File: config.mk
export PLATFORM = sky130hd
export DESIGN_NAME = instr_decode_queue
export DESIGN_NICKNAME = d
export VERILOG_FILES = /design/src/rtl/decode_pkg.sv /design/src/rtl/decode_fifo.sv /design/src/rtl/instr_decode_queue.sv
export SDC_FILE = /design/constraint.sdc
export NUM_CORES = 1
export LEC_CHECK = 0
export BUFFER_PORTS_ARGS = -buffer_cell sky130_fd_sc_hd__buf_2
export CORE_ASPECT_RATIO = 0.9
export CORE_MARGIN = 2
export CORE_UTILIZATION = 49
export DETAILED_ROUTE_END_ITERATION = 12
export GPL_ROUTABILITY_DRIVEN = 0
export GPL_TIMING_DRIVEN = 0
export PLACE_DENSITY = 0.79
export SETUP_SLACK_MARGIN = 0.15
export SLEW_MARGIN = 20
export SYNTH_ARGS = -nofsm -noshare
export SYNTH_HDL_FRONTEND = slang
export SYNTH_SLANG_ARGS = --single-unit
File: constraint.sdc
create_clock -name clk -period 4.8 [get_ports clk]
set_input_delay 0.24 -clock clk [delete_from_list [all_inputs] [get_ports clk]]
set_output_delay 0.24 -clock clk [all_outputs]
set_load 0.05 [all_outputs]
File: src/rtl/decode_pkg.sv
// Shared decode definitions for instr_decode_queue: format class, MIPS opcode/func codes,
// fixed-width decoded fields and the classification/legality helpers.
package decode_pkg;

  typedef enum logic [1:0] {
    FMT_R = 2'd0,
    FMT_I = 2'd1,
    FMT_J = 2'd2
  } fmt_e;

  localparam logic [5:0] OP_RTYPE = 6'h00;
  localparam logic [5:0] OP_J     = 6'h02;
  localparam logic [5:0] OP_JAL   = 6'h03;
  localparam logic [5:0] OP_BEQ   = 6'h04;
  localparam logic [5:0] OP_BNE   = 6'h05;
  localparam logic [5:0] OP_ADDI  = 6'h08;
  localparam logic [5:0] OP_ADDIU = 6'h09;
  localparam logic [5:0] OP_ANDI  = 6'h0C;
  localparam logic [5:0] OP_ORI   = 6'h0D;
  localparam logic [5:0] OP_XORI  = 6'h0E;
  localparam logic [5:0] OP_LUI   = 6'h0F;
  localparam logic [5:0] OP_LW    = 6'h23;
  localparam logic [5:0] OP_SW    = 6'h2B;

  localparam logic [5:0] FN_SLL  = 6'h00;
  localparam logic [5:0] FN_SRL  = 6'h02;
  localparam logic [5:0] FN_JR   = 6'h08;
  localparam logic [5:0] FN_ADD  = 6'h20;
  localparam logic [5:0] FN_ADDU = 6'h21;
  localparam logic [5:0] FN_SUB  = 6'h22;
  localparam logic [5:0] FN_SUBU = 6'h23;
  localparam logic [5:0] FN_AND  = 6'h24;
  localparam logic [5:0] FN_OR   = 6'h25;
  localparam logic [5:0] FN_XOR  = 6'h26;
  localparam logic [5:0] FN_NOR  = 6'h27;
  localparam logic [5:0] FN_SLT  = 6'h2A;

  // Width-independent part of a decoded record; the top wraps it with DATA_W/PC_W fields.
  typedef struct packed {
    logic [5:0] opcode;
    logic [4:0] rs;
    logic [4:0] rt;
    logic [4:0] rd;
    logic [4:0] shmt;
    logic [5:0] func;
    fmt_e       fmt;
  } fields_t;

  function automatic fmt_e fmt_of(input logic [5:0] op);
    case (op)
      OP_RTYPE:      return FMT_R;
      OP_J, OP_JAL:  return FMT_J;
      default:       return FMT_I;
    endcase
  endfunction

  function automatic logic is_illegal(input logic [5:0] op, input logic [5:0] fn);
    logic op_ok;
    logic fn_ok;
    op_ok = op inside {OP_RTYPE, OP_J, OP_JAL, OP_BEQ, OP_BNE, OP_ADDI, OP_ADDIU,
                       OP_ANDI, OP_ORI, OP_XORI, OP_LUI, OP_LW, OP_SW};
    fn_ok = fn inside {FN_SLL, FN_SRL, FN_JR, FN_ADD, FN_ADDU, FN_SUB, FN_SUBU,
                       FN_AND, FN_OR, FN_XOR, FN_NOR, FN_SLT};
    return !op_ok || ((op == OP_RTYPE) && !fn_ok);
  endfunction

endpackage

File: src/rtl/decode_fifo.sv
// Generic synchronous FIFO with flush; ready is registered so it never depends on pop.
module decode_fifo #(
  parameter int unsigned DEPTH = 2,
  parameter int unsigned W     = 8
) (
  input  logic                     clk,
  input  logic                     rst_n,
  input  logic                     flush,
  input  logic                     push_req,
  input  logic                     pop_req,
  input  logic [W-1:0]             wdata,
  output logic [W-1:0]             rdata,
  output logic                     ready,
  output logic                     valid,
  output logic [$clog2(DEPTH):0]   count
);

  localparam int unsigned AW = $clog2(DEPTH);

  logic [W-1:0]  mem [DEPTH];
  logic [AW-1:0] wptr, rptr;
  logic [AW:0]   cnt, cnt_nxt;
  logic          ready_q;
  logic          push, pop;

  assign push = push_req && ready_q && !flush && rst_n;
  assign pop  = pop_req && (cnt != '0) && !flush;

  always_comb begin
    cnt_nxt = cnt;
    case ({push, pop})
      2'b10:   cnt_nxt = cnt + (AW+1)'(1);
      2'b01:   cnt_nxt = cnt - (AW+1)'(1);
      default: cnt_nxt = cnt;
    endcase
  end

  // Reset and flush share one path; only reset holds ready low.
  always_ff @(posedge clk) begin
    if (!rst_n || flush) begin
      wptr    <= '0;
      rptr    <= '0;
      cnt     <= '0;
      ready_q <= rst_n;
    end else begin
      if (push) wptr <= wptr + AW'(1);
      if (pop)  rptr <= rptr + AW'(1);
      cnt     <= cnt_nxt;
      ready_q <= (cnt_nxt < (AW+1)'(DEPTH));
    end
  end

  always_ff @(posedge clk) begin
    if (push) mem[wptr] <= wdata;
  end

  assign rdata = mem[rptr];
  assign ready = ready_q;
  assign valid = (cnt != '0);
  assign count = cnt;

endmodule

File: src/rtl/instr_decode_queue.sv
// Decodes fetched MIPS instructions at push and queues the decoded records.
// Optional macro DECODE_ILLEGAL_EN stores and reports a per-entry illegal flag.
module instr_decode_queue
  import decode_pkg::*;
#(
  parameter int unsigned DATA_W = 32,
  parameter int unsigned PC_W   = 32,
  parameter int unsigned DEPTH  = 2
) (
  input  logic                   clk,
  input  logic                   rst_n,
  input  logic                   flush,
  input  logic                   in_valid,
  output logic                   in_ready,
  input  logic [31:0]            in_instr,
  input  logic [PC_W-1:0]        in_pc,
  output logic                   out_valid,
  input  logic                   out_ready,
  output logic [5:0]             out_opcode,
  output logic [4:0]             out_rs,
  output logic [4:0]             out_rt,
  output logic [4:0]             out_rd,
  output logic [4:0]             out_shmt,
  output logic [5:0]             out_func,
  output logic [DATA_W-1:0]      out_imm_sext,
  output logic [DATA_W-1:0]      out_imm_zext,
  output logic [PC_W-1:0]        out_jtarget,
  output logic [1:0]             out_fmt,
  output logic [PC_W-1:0]        out_pc,
  output logic                   out_illegal,
  output logic [$clog2(DEPTH):0] count
);

  typedef struct packed {
    logic [PC_W-1:0]   jtarget;
    logic [PC_W-1:0]   pc;
    logic [DATA_W-1:0] sext;
    logic [DATA_W-1:0] zext;
    fields_t           f;
`ifdef DECODE_ILLEGAL_EN
    logic              ill;
`endif
  } rec_t;

  rec_t            rin, rout;
  logic [PC_W-1:0] pc4, jt;

  assign pc4 = in_pc + PC_W'(4);

  if (PC_W > 28) begin : g_jt
    assign jt = {pc4[PC_W-1:28], in_instr[25:0], 2'b00};
  end else begin : g_jt28
    assign jt = {in_instr[25:0], 2'b00};
  end

  always_comb begin
    rin           = '0;
    rin.jtarget   = jt;
    rin.pc        = in_pc;
    rin.sext      = DATA_W'(signed'(in_instr[15:0]));
    rin.zext      = DATA_W'(in_instr[15:0]);
    rin.f.opcode  = in_instr[31:26];
    rin.f.rs      = in_instr[25:21];
    rin.f.rt      = in_instr[20:16];
    rin.f.rd      = in_instr[15:11];
    rin.f.shmt    = in_instr[10:6];
    rin.f.func    = in_instr[5:0];
    rin.f.fmt     = fmt_of(in_instr[31:26]);
`ifdef DECODE_ILLEGAL_EN
    rin.ill       = is_illegal(in_instr[31:26], in_instr[5:0]);
`endif
  end

  decode_fifo #(
    .DEPTH (DEPTH),
    .W     ($bits(rec_t))
  ) u_fifo (
    .clk      (clk),
    .rst_n    (rst_n),
    .flush    (flush),
    .push_req (in_valid),
    .pop_req  (out_ready),
    .wdata    (rin),
    .rdata    (rout),
    .ready    (in_ready),
    .valid    (out_valid),
    .count    (count)
  );

  always_comb begin
    out_opcode   = '0;
    out_rs       = '0;
    out_rt       = '0;
    out_rd       = '0;
    out_shmt     = '0;
    out_func     = '0;
    out_imm_sext = '0;
    out_imm_zext = '0;
    out_jtarget  = '0;
    out_fmt      = '0;
    out_pc       = '0;
    out_illegal  = 1'b0;
    if (out_valid) begin
      out_opcode   = rout.f.opcode;
      out_rs       = rout.f.rs;
      out_rt       = rout.f.rt;
      out_rd       = rout.f.rd;
      out_shmt     = rout.f.shmt;
      out_func     = rout.f.func;
      out_imm_sext = rout.sext;
      out_imm_zext = rout.zext;
      out_jtarget  = rout.jtarget;
      out_fmt      = rout.f.fmt;
      out_pc       = rout.pc;
`ifdef DECODE_ILLEGAL_EN
      out_illegal  = rout.ill;
`endif
    end
  end

endmodule

# == Yosys cells after proc, flatten, opt, wreduce, memory -nomap -nowiden ==
# Memories as Yosys holds them, arrays and structs flattened. A register that Yosys moved wholly into a read port is not among the register bits.
# Cells that the tools add are included.
# classes
n_addsub,5
n_lt_le_gt_ge,1
eq_ne,4
n_mux,18
n_reduce_logical,11
# ops
cell,n
$mux 32,4
$add 32x3->32 const B,1
$mux 5,4
$eq 6x2->1 const B,2
$mux 6,2
$pmux 2 s2,2
$logic_not 6->1,1
$logic_and 1x1->1,5
$mux 1,5
$add 1x1->1 const B,2
$add 2x1->2 const B,1
$eq 2x1->1 const B,1
$eq 2x2->1 const B,1
$logic_not 1->1,2
$lt 2x2->1 const B,1
$mux 2,1
$reduce_bool 2->1,1
$reduce_or 2->1,1
$sub 2x1->2 const B,1
$logic_or 1x1->1,1
# totals
ff_bits,5
ram_bits,288
input_bits,69
out_inout_bits,167
mem_count,1
# mem_list
memory,depth,word_bits,rd,rd_ports_with_merged_regs,wr,line_no,rtl
u_fifo.mem,2,144,1,1,1,decode_fifo.sv:20,logic [W-1:0] mem [DEPTH];

# == Longest topological paths before layout ==
# Gate-level depths: netlist (run 1).
# logic_depth
word_depth,7
ltp_mapped,9

# == Cells and area by module ==
# From an unflattened synthesis (run 1), not the netlist that was laid out.
# unflattened
hier_cells,739
area_unflattened_um2,13225.2
# modules_own_cells
module,n_inst,cells_per_inst,area_each_um2,seq_area_each_um2
decode_fifo,1,536,11969.0,9849.4
instr_decode_queue,1,203,1256.2,0.0

# == Worst setup path before layout (run 1) ==
# Ideal clock, no wire load.
# synth_timing
path_kind,register to register
start,reg u_fifo.ready_q (netlist: u_fifo.ready)
end,mem u_fifo.mem[0][0] (netlist bit) (enable)
setup_ns,0.499
arrival_time_ns,3.865
slack_ns,0.436
stages_incl_launch_ff,3
path_buffers,0
period_less_slack_ns,4.364
path_cell_list,dfxtp_1 > nand4b_1 > nor2_1
# synth_between
elab_chain_len,5
# synth_rtl
item,line_no,rtl
from (decl),decode_fifo.sv:23,logic ready_q;
from (signal assigned),decode_fifo.sv:44,ready_q <= rst_n;
from (signal assigned),decode_fifo.sv:49,ready_q <= (cnt_nxt < (AW+1)'(DEPTH));
$logic_and 1x1->1 (3 in series),decode_fifo.sv:26,assign push = push_req && ready_q && !flush && rst_n;
$mux 1,decode_fifo.sv:54,if (push) mem[wptr] <= wdata;
$mux 1 (implied by the code),decode_fifo.sv:54,
to (decl),decode_fifo.sv:20,
# No other way between the ends.

==> results of run 1 <==
==> per-stage QoR <==
stage / setup slack, ps / total power [W] / util / area (um2) / hold WS (ps)
final: 2030 / 0.002871 / 0.6679 / 8474 / 16.07
after global routing: 1818 / 0.002958 / 0.6679 / 8474 / 1.766
after CTS: 1622 / 0.002888 / 0.6630 / 8412 / 1.937
after detailed placement: 2116 / 0.001622 / 0.6177 / 7836 / 432.6
after global placement: -730.9 / 0.001615 / 0.6090 / 7726 / 428.5
after floorplan: 436.0 / 0.001560 / - / 6440 / 338.9
==> sequential cells by signal, indices dropped and copies added, names as in the netlist, named ones only <==
| signal | cells |
|---|---|
| u_fifo.count | 1 |
| u_fifo.mem | 140 |
| u_fifo.wptr | 1 |
| u_fifo.ready | 1 |
| u_fifo.rptr | 1 |
==> power breakdown <==
part	total [W]	internal, W	switching [W]
Combinational	0.000188	0.0000604	0.000127
Sequential	0.00141	0.00141	0.00000325
Clock	0.00127	0.000806	0.000464
Total	0.00287	0.00228	0.000595
==> layout make-up <==
cell class                 count  area, um2  area share
sequential                   146       4324      0.5103
clock buffer                  19      432.9     0.05109
buffer                       108      780.7     0.09213
inverter                       3      11.26    0.001329
tap                          164      205.2     0.02421
timing repair buffer         226       1236      0.1459
multi-input combinational    201       1341      0.1583
clock inverter                13      142.6     0.01683
==> cell usage after synthesis <==
master,n,share of area
nand2b_1,1,0.00098
mux2i_1,70,0.11
nand2_1,5,0.0029
o21a_1,1,0.0012
xor2_1,2,0.0027
nand4b_1,1,0.0014
nor2_2,1,0.00098
conb_1,1,0.00059
clkbuf_1,8,0.0047
ha_1,1,0.0020
inv_1,2,0.0012
nand4_2,3,0.0059
nand4_1,4,0.0039
nor4_1,1,0.00098
buf_4,100,0.12
o21ai_0,1,0.00078
xnor2_1,7,0.0096
nor4_2,2,0.0039
dfxtp_1,6,0.019
edfxtp_1,140,0.66
nor2_1,79,0.047
inv_2,1,0.00059
and2_1,2,0.0020
nand3_1,1,0.00078
==> repair_timing <==
action                    4_1_cts  5_1_grt
hold buffers                    0        6
gates resized for setup         0        0
hold endpoints to repair        0       12
==> routing by layer <==
metal / wire length (um) / global-route usage / share of wire
met1: 5054 / 0.2159 / 0.39
met2: 6641 / 0.3137 / 0.52
met3: 895 / 0.06435 / 0.070
met4: 208 / 0.07416 / 0.016
met5: 0 / 0 / 0
==> kinds of logic (layout without fill, tap and decap cells) <==
kind of cell	Yosys count	after routing	synth area share
flip-flops	146	146	0.6786
XOR/XNOR	9	9	0.01237
multiplexers	70	70	0.1100
buffers and inverters	111	369	0.1243
AND/OR/NAND/NOR	100	100	0.07029
AO/OA/AOI/OAI	2	2	0.001963
other	1	19	0.0005885
adder cells (fa/ha/maj)	1	1	0.001963
==> worst min path at each step <==
stage | from | endpoint | slack (ps) | cells past startpoint
floorplan | in_pc[18] | u_fifo.mem[0][100] | 340 | 0
global placement | in_instr[25] | u_fifo.mem[0][139] | 430 | 1
detailed placement | in_instr[9] | u_fifo.mem[0][123] | 430 | 1
CTS | in_instr[13] | u_fifo.mem[0][127] | 2 | 1
global route | in_pc[1] | u_fifo.mem[0][83] | 2 | 1
finish | in_instr[19] | u_fifo.mem[1][133] | 20 | 1
==> impl_results.md, run 1 <==
- Worst-skew pair later-pin latency: 410 ps
- Slew headroom: 0.4292
- Root Driver: clkbuf_16
- Largest stage delay, worst path: 540 ps
- Vias in the first global route: 4040
- Crit path arrival time: 2530 ps
- Worst R2R Start: u_fifo.ready
- LEAKAGE: 3.684 nW
- CP max stage cell: nor2_2
- DR vias: 4102
- Synthesized cell area: 6372 um2
- Die Wd: 124.2 um
- # diodes: 0
- Final period util: 0.5772
- Tmin final: 2770 ps
- DRC violation total after the first TritonRoute iteration: 151
- Cell count along the critical path: 6
- CP endpoint kind: output pin
- Commonest non-fill, non-tap cell in the layout: buf_2
- Vias per cell: 4.661
- Crit-path most repeated cell: buf_4
- Synth unique cells: 24
- Slew @ Worst Pin: 854.2 ps
- WP data required: 4560 ps
- Placed Cells: 842
- Wire per inst: 14.54 um
- Worst flop-to-flop path endpoint: u_fifo.mem[0][28]
- Power per cell area: 338.8 nW/um2
- # DRC: 0
- Share of layout cells above drive strength 1: 0.4972
- Setup TNS: 0 ps
- Hold Path Class: in2reg
- # IOs: 236
- Total global-route track usage: 0.1844
- WL final: 12800 um
- Most frequent cells in the layout: 216 x buf_2, 140 x edfxtp_1, 100 x buf_4, 76 x nor2_1, 70 x mux2i_1
- Delay-heaviest family, CP: buffers and inverters
- Post-DRT Antenna Nets: 0
- Syn. warnings: 0
- Critical path class: reg2out
- Cells on worst reg2reg path: 3
- Peak supply drop: 257.5 uV
- Synthesis-to-finish area growth: 32.99%
- Htree depth: 4
- Drt first pass iters: 4
- Post-synthesis sequential area ratio: 0.6786
- Nets: 773
- Mean Syn Cell Area: 14.48 um2
- Max-cap viol count: 0
- Hold Violations, Final: 0
- CTS sink count: 146
- Synth Instances: 440
- DIE AREA: 13930 um2
- CP endpoint: out_imm_sext[30]
- Setup Viol. Count Final: 0
- Post-CTS setup buffers: 0
- Buffer depth of the longest clock path: 2
- Non-Filler Instances: 880
- Die Ht: 112.2 um
- I/O Buffers: 216
- Initial Utilization: 0.5023
- Fill count: 935
- First-pass GRT wire length: 20030 um
- Worst path cell trace: clkbuf_1 -> buf_4 -> mux2i_1 -> nor2_2 -> buf_4 -> buf_2
- Core area: 12690 um2
- CP startpoint kind: flop
- CTS Buf Count: 17
- Crit Path Max Fanout: 20
- Global route total overflow: 0
- Clock Skew: 7.281 ps
- Largest net degree at the start of global routing: 28
- CTS clk-pin slew, worst paths: 50 ps
- Status: completed
- Yosys reg bits: 146
- RSZ-0062 raised after global routing: false
- R2R setup slack: 2800 ps
- Buf/Inv on CP: 4
- Initial antenna violation count: 0
- Final max-slew violation count: 0
- Peak Freq: 361.0 MHz
- Row cnt: 39
- CTS tree: built
- Dpl hpwl: 9180 um
(Power assumes the default switching activity.)
==> run 2, diff against run 1 <==
CORE_UTILIZATION = 45   (was 49)
PLACE_DENSITY = 0.77   (was 0.79)
clock period = 2.3 ns   (was 4.8 ns; I/O delays follow)
==> impl_results.md, run 2 (same netlist as run 1, synthesis figures left out) <==
- Global route total overflow: 0 (unchanged)
- Synthesis-to-finish area growth: 45.75% (was 32.99%)
- Wire per inst: 15.67 um (was 14.54 um)
- Met2 global-route usage: 0.3765 (was 0.3137)
- Final period util: 0.8968
- Root Driver: clkbuf_16 (unchanged)
- Max-cap viol count: 0 (unchanged)
- Htree depth: 4 (unchanged)
- WP data required: 2180 ps (was 4560 ps)
- Nets: 843 (was 773)
- Met1 Track Usage GR: 0.2048 (was 0.2159)
- Design Area, Final: 9288 um2 (was 8474 um2)
- Core area: 13950 um2 (was 12690 um2)
- Setup Viol. Count Final: 0 (unchanged)
- Placed Cells: 873 (was 842)
- Post-placement cell area: 7951 um2 (was 7836 um2)
- Final Util: 0.6656 (was 0.6679)
- Peak Freq: 484.8 MHz
- Worst Setup Slack post-DPL: 272.1 ps (was 2116 ps)
- Tmin final: 2063 ps
- Largest net degree at the start of global routing: 28 (unchanged)
- # DRC: 0 (unchanged)
- Crit path arrival time: 1950 ps (was 2530 ps)
- Power per cell area: 648.9 nW/um2 (was 338.8 nW/um2)
- CTS tree: built (unchanged)
- First-pass GRT wire length: 22380 um (was 20030 um)
- CTS Buf Count: 17 (unchanged)
- Drt first pass iters: 4 (unchanged)
- Final max-slew violation count: 0 (unchanged)
- CTS clk-pin slew, worst paths: 60 ps (was 50 ps)
- Cells on worst reg2reg path: 4 (was 3)
- Slew headroom: 0.6671 (was 0.4292)
- Status: completed (unchanged)
- Die Wd: 129.4 um (was 124.2 um)
- Setup ws final: 237.3 ps (was 2030 ps)
- LEAKAGE: 3.980 nW (was 3.684 nW)
- Vias per cell: 4.531 (was 4.661)
- Hold path cells: 4 (was 1)
- Die Ht: 116.9 um (was 112.2 um)
- DRC violation total after the first TritonRoute iteration: 124 (was 151)
- Clock Skew: 8.650 ps (was 7.281 ps)
- Busiest grt layer: met2 (unchanged)
- Worst-skew pair later-pin latency: 420 ps (was 410 ps)
- # diodes: 0 (unchanged)
- Most flop-heavy register: u_fifo.mem (unchanged)
- Crit Path Max Fanout: 10 (was 20)
- WL final: 15350 um (was 12800 um)
- Row cnt: 41 (was 39)
- Vias in the first global route: 4503 (was 4040)
- Peak supply drop: 459.6 uV (was 257.5 uV)
- Register area: 4328 um2 (was 4324 um2)
- Critical path class: reg2out (unchanged)
- RSZ-0062 raised after global routing: false (unchanged)
- Initial Utilization: 0.4567 (was 0.5023)
- Commonest non-fill, non-tap cell in the layout: buf_2 (unchanged)
- DIE AREA: 15130 um2 (was 13930 um2)
- Slew @ Worst Pin: 495.2 ps (was 854.2 ps)
- Dpl hpwl: 9967 um (was 9180 um)
- Hold Path Class: in2reg (unchanged)
- Post-DRT Antenna Nets: 0 (unchanged)
- Non-Filler Instances: 979 (was 880)
- Share of layout cells above drive strength 1: 0.4949 (was 0.4972)
- DR vias: 4436 (was 4102)
- # IOs: 236 (unchanged)
- Multi-input gate area: 1418 um2 (was 1341 um2)
- I/O Buffers: 216 (unchanged)
- Total global-route track usage: 0.1982 (was 0.1844)
- Hold Violations, Final: 0 (unchanged)
- CP startpoint kind: flop (unchanged)
- Most frequent cells in the layout: 217 x buf_2, 140 x edfxtp_1, 104 x buf_4, 69 x mux2i_1, 66 x dlygate4sd3_1 (was 216 x buf_2, 140 x edfxtp_1, 100 x buf_4, 76 x nor2_1, 70 x mux2i_1)
- Fill count: 998 (was 935)
- CP endpoint kind: output pin (unchanged)
- Max FFs per register: 140 (unchanged)
- Buffer depth of the longest clock path: 2 (unchanged)
- CTS sink count: 146 (unchanged)
- GRT met3 Usage: 0.06136 (was 0.06435)
- Initial antenna violation count: 0 (unchanged)
## run 2: cell count changes in the layout (fill, tap and decap cells not counted), sizes merged
cell         change
clkbuf           -2
buf              +8
nor2             +3
clkinv           -6
dlygate4sd3     +60
clkinvlp         +5
bufinv           -2
inv              +4
## run 2: worst max-delay path, cell delays in order, from the launching register on
cell,delay (ps)
dfxtp_1,300
clkbuf_4,200
buf_8,180
mux2i_4,380
nor2_2,120
buf_4,150
buf_2,200
## run 2: worst paths after layout
| check | from | endpoint | slack [ps] |
|---|---|---|---|
| setup / recovery | flop | out_imm_sext[16] | 240 |
| hold / removal | out_ready | flop | 100 |
| setup reg to reg | u_fifo.ready | u_fifo.mem[1][112] | 420 |
| hold reg to reg | u_fifo.rptr | flop | 510 |
## run 2: routing by layer
metal | part of all wire | wire [um]
met3 | 0.075 | 1157
met4 | 0.018 | 277
met2 | 0.54 | 8327
met5 | 0 | 0
met1 | 0.36 | 5582
## run 2: repair_timing
action,CTS,global route
setup buffers,0,5
gates resized for setup,11,12
pin swaps,1,3
cloned,1,2
hold endpoints to repair,129,0
setup endpoints to repair,138,84
hold buffers,66,0
## run 2: where the power goes
group	switching, W	internal, W
combinational	0.000290	0.000200
sequential	0.00000731	0.00294
clock	0.00109	0.00150
## run 2: final cells by class
| type | count | share of cell area |
|---|---|---|
| plain buffers | 108 | 0.08608 |
| clock buffers | 18 | 0.04621 |
| clock inverters | 14 | 0.01415 |
| inverters | 3 | 0.001212 |
| multi-input cells | 204 | 0.1526 |
| flip-flops and latches | 146 | 0.4660 |
| well taps | 193 | 0.02600 |
| repair buffers | 293 | 0.2077 |
## run 2: metrics by stage
| step | total power [W] | TNS, ps | hold slack (ps) |
|---|---|---|---|
| final | 0.006026 | 0 | 104.4 |
| after global routing | 0.006221 | 0 | 105.4 |
| after CTS | 0.006062 | 0 | 92.14 |
| after detailed placement | 0.003391 | 0 | 307.7 |
| after global placement | 0.003372 | -60590 | 304.1 |
| after floorplan | 0.003255 | 0 | 213.9 |
==> run 3, diff against run 2 <==
clock period = 1.7 ns   (was 2.3 ns; I/O delays follow)
==> impl_results.md, run 3 (same netlist as run 1, synthesis figures left out) <==
- Status: finished, violations left (was completed)
- Failing checks: setup timing
- Wire per inst: 18.36 um (was 15.67 um)
- Share of layout cells above drive strength 1: 0.6101 (was 0.4949)
- CTS tree: built (unchanged)
- Dpl hpwl: 10210 um (was 9967 um)
- CTS clk-pin slew, worst paths: 60 ps (about the same)
- Global route total overflow: 0 (unchanged)
- Peak Freq: 535.7 MHz
- # IOs: 236 (unchanged)
- Hold Violations, Final: 0 (unchanged)
- Post-placement cell area: 8282 um2 (was 7951 um2)
- Buffer depth of the longest clock path: 2 (unchanged)
- Synthesis-to-finish area growth: 74.65% (was 45.75%)
- CP endpoint kind: output pin (unchanged)
- Critical path class: reg2out (unchanged)
- Crit path arrival time: 1780 ps (was 1950 ps)
- Power per cell area: 788.7 nW/um2 (was 648.9 nW/um2)
- Clock Skew: 8.474 ps (was 8.650 ps)
- Peak supply drop: 687.5 uV (was 459.6 uV)
- WL final: 18380 um (was 15350 um)
- Vias per cell: 4.673 (was 4.531)
- CTS Buf Count: 17 (unchanged)
- Met2 wire len: 10420 um (was 8327 um)
- Design Area, Final: 11130 um2 (was 9288 um2)
- Met3 routed WL: 1197 um (was 1157 um)
- Worst R2R Start: u_fifo.count[0] (was u_fifo.ready)
- I/O Buffers: 216 (unchanged)
- Final period util: 1.098
- Non-Filler Instances: 1001 (was 979)
- DRC violation total after the first TritonRoute iteration: 232 (was 124)
- First-pass GRT wire length: 25650 um (was 22380 um)
- LEAKAGE: 4.420 nW (was 3.980 nW)
- CP max stage cell: dfxtp_2 (was mux2i_4)
- Die Wd: 129.4 um (unchanged)
- Top layer in use: met4 (unchanged)
- Root Driver: clkbuf_16 (unchanged)
- Placed Cells: 873 (unchanged)
- Nets: 865 (was 843)
- Max FFs per register: 140 (unchanged)
- Final max-slew violation count: 0 (unchanged)
- Initial antenna violation count: 0 (unchanged)
- # DRC: 0 (unchanged)
- Max-cap viol count: 0 (unchanged)
- Post-DRT Antenna Nets: 0 (unchanged)
- Most frequent cells in the layout: 140 x buf_4, 140 x edfxtp_1, 101 x buf_2, 66 x dlygate4sd3_1, 51 x buf_6 (was 217 x buf_2, 140 x edfxtp_1, 104 x buf_4, 69 x mux2i_1, 66 x dlygate4sd3_1)
- WP data required: 1620 ps (was 2180 ps)
- Crit Path Max Fanout: 10 (unchanged)
- Total global-route track usage: 0.2292 (was 0.1982)
- Worst Setup Slack post-DPL: -178.7 ps (was 272.1 ps)
- CTS sink count: 146 (unchanged)
- RSZ-0062 raised after global routing: true (was false)
- Worst path cell trace: clkbuf_16 -> buf_12 -> mux2i_2 -> nor2_4 -> buf_4 -> buf_2 (was clkbuf_4 -> buf_8 -> mux2i_4 -> nor2_2 -> buf_4 -> buf_2)
- # diodes: 0 (unchanged)
- Drt first pass iters: 4 (unchanged)
- DR vias: 4678 (was 4436)
- Row cnt: 41 (unchanged)
- Most flop-heavy register: u_fifo.mem (unchanged)
- Core area: 13950 um2 (unchanged)
- Largest net degree at the start of global routing: 27 (was 28)
- Hold Path Class: in2reg (unchanged)
- CP startpoint kind: flop (unchanged)
- Setup Viol. Count Final: 125 (was 0)
- Htree depth: 4 (unchanged)
- Largest stage delay, worst path: 330 ps (was 380 ps)
- Setup ws final: -166.7 ps (was 237.3 ps)
- DIE AREA: 15130 um2 (unchanged)
- Hold path startpoint: rst_n (was out_ready)
- Vias in the first global route: 4930 (was 4503)
- Worst-skew pair later-pin latency: 420 ps (about the same)
- Tmin final: 1867 ps
- Initial Utilization: 0.4567 (unchanged)
- Die Ht: 116.9 um (unchanged)
- Routed length on met1: 6360 um (was 5582 um)
-- run 3: changes by cell type in the layout (fill, tap and decap cells not counted), moves of 12 or more --
cell | before | now
nor2_1 | 64 | 28
mux2i_4 | 1 | 26
mux2i_2 | 0 | 12
buf_2 | 217 | 101
buf_4 | 104 | 140
clkbuf_4 | 2 | 14
nor2_4 | 5 | 31
mux2i_1 | 69 | 32
buf_6 | 0 | 51
buf_8 | 1 | 29
-- run 3: layout make-up --
cell class	instances	area [um2]
buffer	108	1036
clock buffer	19	432.9
clock inverter	13	207.7
fill	736	2824
inverter	3	16.27
multi-input combinational	202	2036
sequential	146	4337
tap	193	241.5
timing repair buffer	317	2823
-- run 3: metrics by stage --
| stage | total power [W] | TNS (ps) | hold slack, ps | util |
|---|---|---|---|---|
| finish | 0.008778 | -12430 | 97.52 | 0.7976 |
| global placement | 0.004580 | -147040 | 275.2 | 0.5828 |
| detailed placement | 0.004606 | -7331 | 276.9 | 0.5935 |
| CTS | 0.008770 | -14010 | 44.96 | 0.7601 |
| global route | 0.009056 | -22240 | 101.5 | 0.7976 |
| floorplan | 0.004422 | -82680 | 183.9 | - |
-- run 3: timing repair --
item / 4_1_cts / 5_1_grt
gates cloned: 3 / 1
endpoints found under the setup margin: 278 / 265
pin swaps: 12 / 11
buffers inserted: 20 / 6
gates resized for setup: 213 / 128
hold buffers: 66 / 0
hold endpoints to repair: 129 / 0
-- run 3: final timing paths --
| check | depth (start not counted) | slack, ps | end |
|---|---|---|---|
| max | 6 | -170 | out_imm_sext[3] |
| min | 3 | 100 | u_fifo.count[0] |
| max reg2reg | 11 | -50 | u_fifo.ready |
| min reg2reg | 2 | 570 | u_fifo.count[0] |
-- run 3: where the power goes --
part,total [W],switching (W),internal [W]
Combinational,0.000769,0.000434,0.000336
Sequential,0.00399,0.0000167,0.00398
Clock,0.00402,0.00141,0.00260
-- run 3: worst max-delay path, delay by kind of cell, from the launching register on --
kind,cells,cell delay [ps]
buffers and inverters,4,670
multiplexers,1,290
flip-flops,1,330
AND/OR/NAND/NOR,1,70
-- run 3: routing by layer --
metal | up-vias | track usage
li1 | 2181 | -
met1 | 2268 | 0.2325
met2 | 201 | 0.4400
met3 | 28 | 0.07545
met4 | 0 | 0.08387
met5 | - | 0
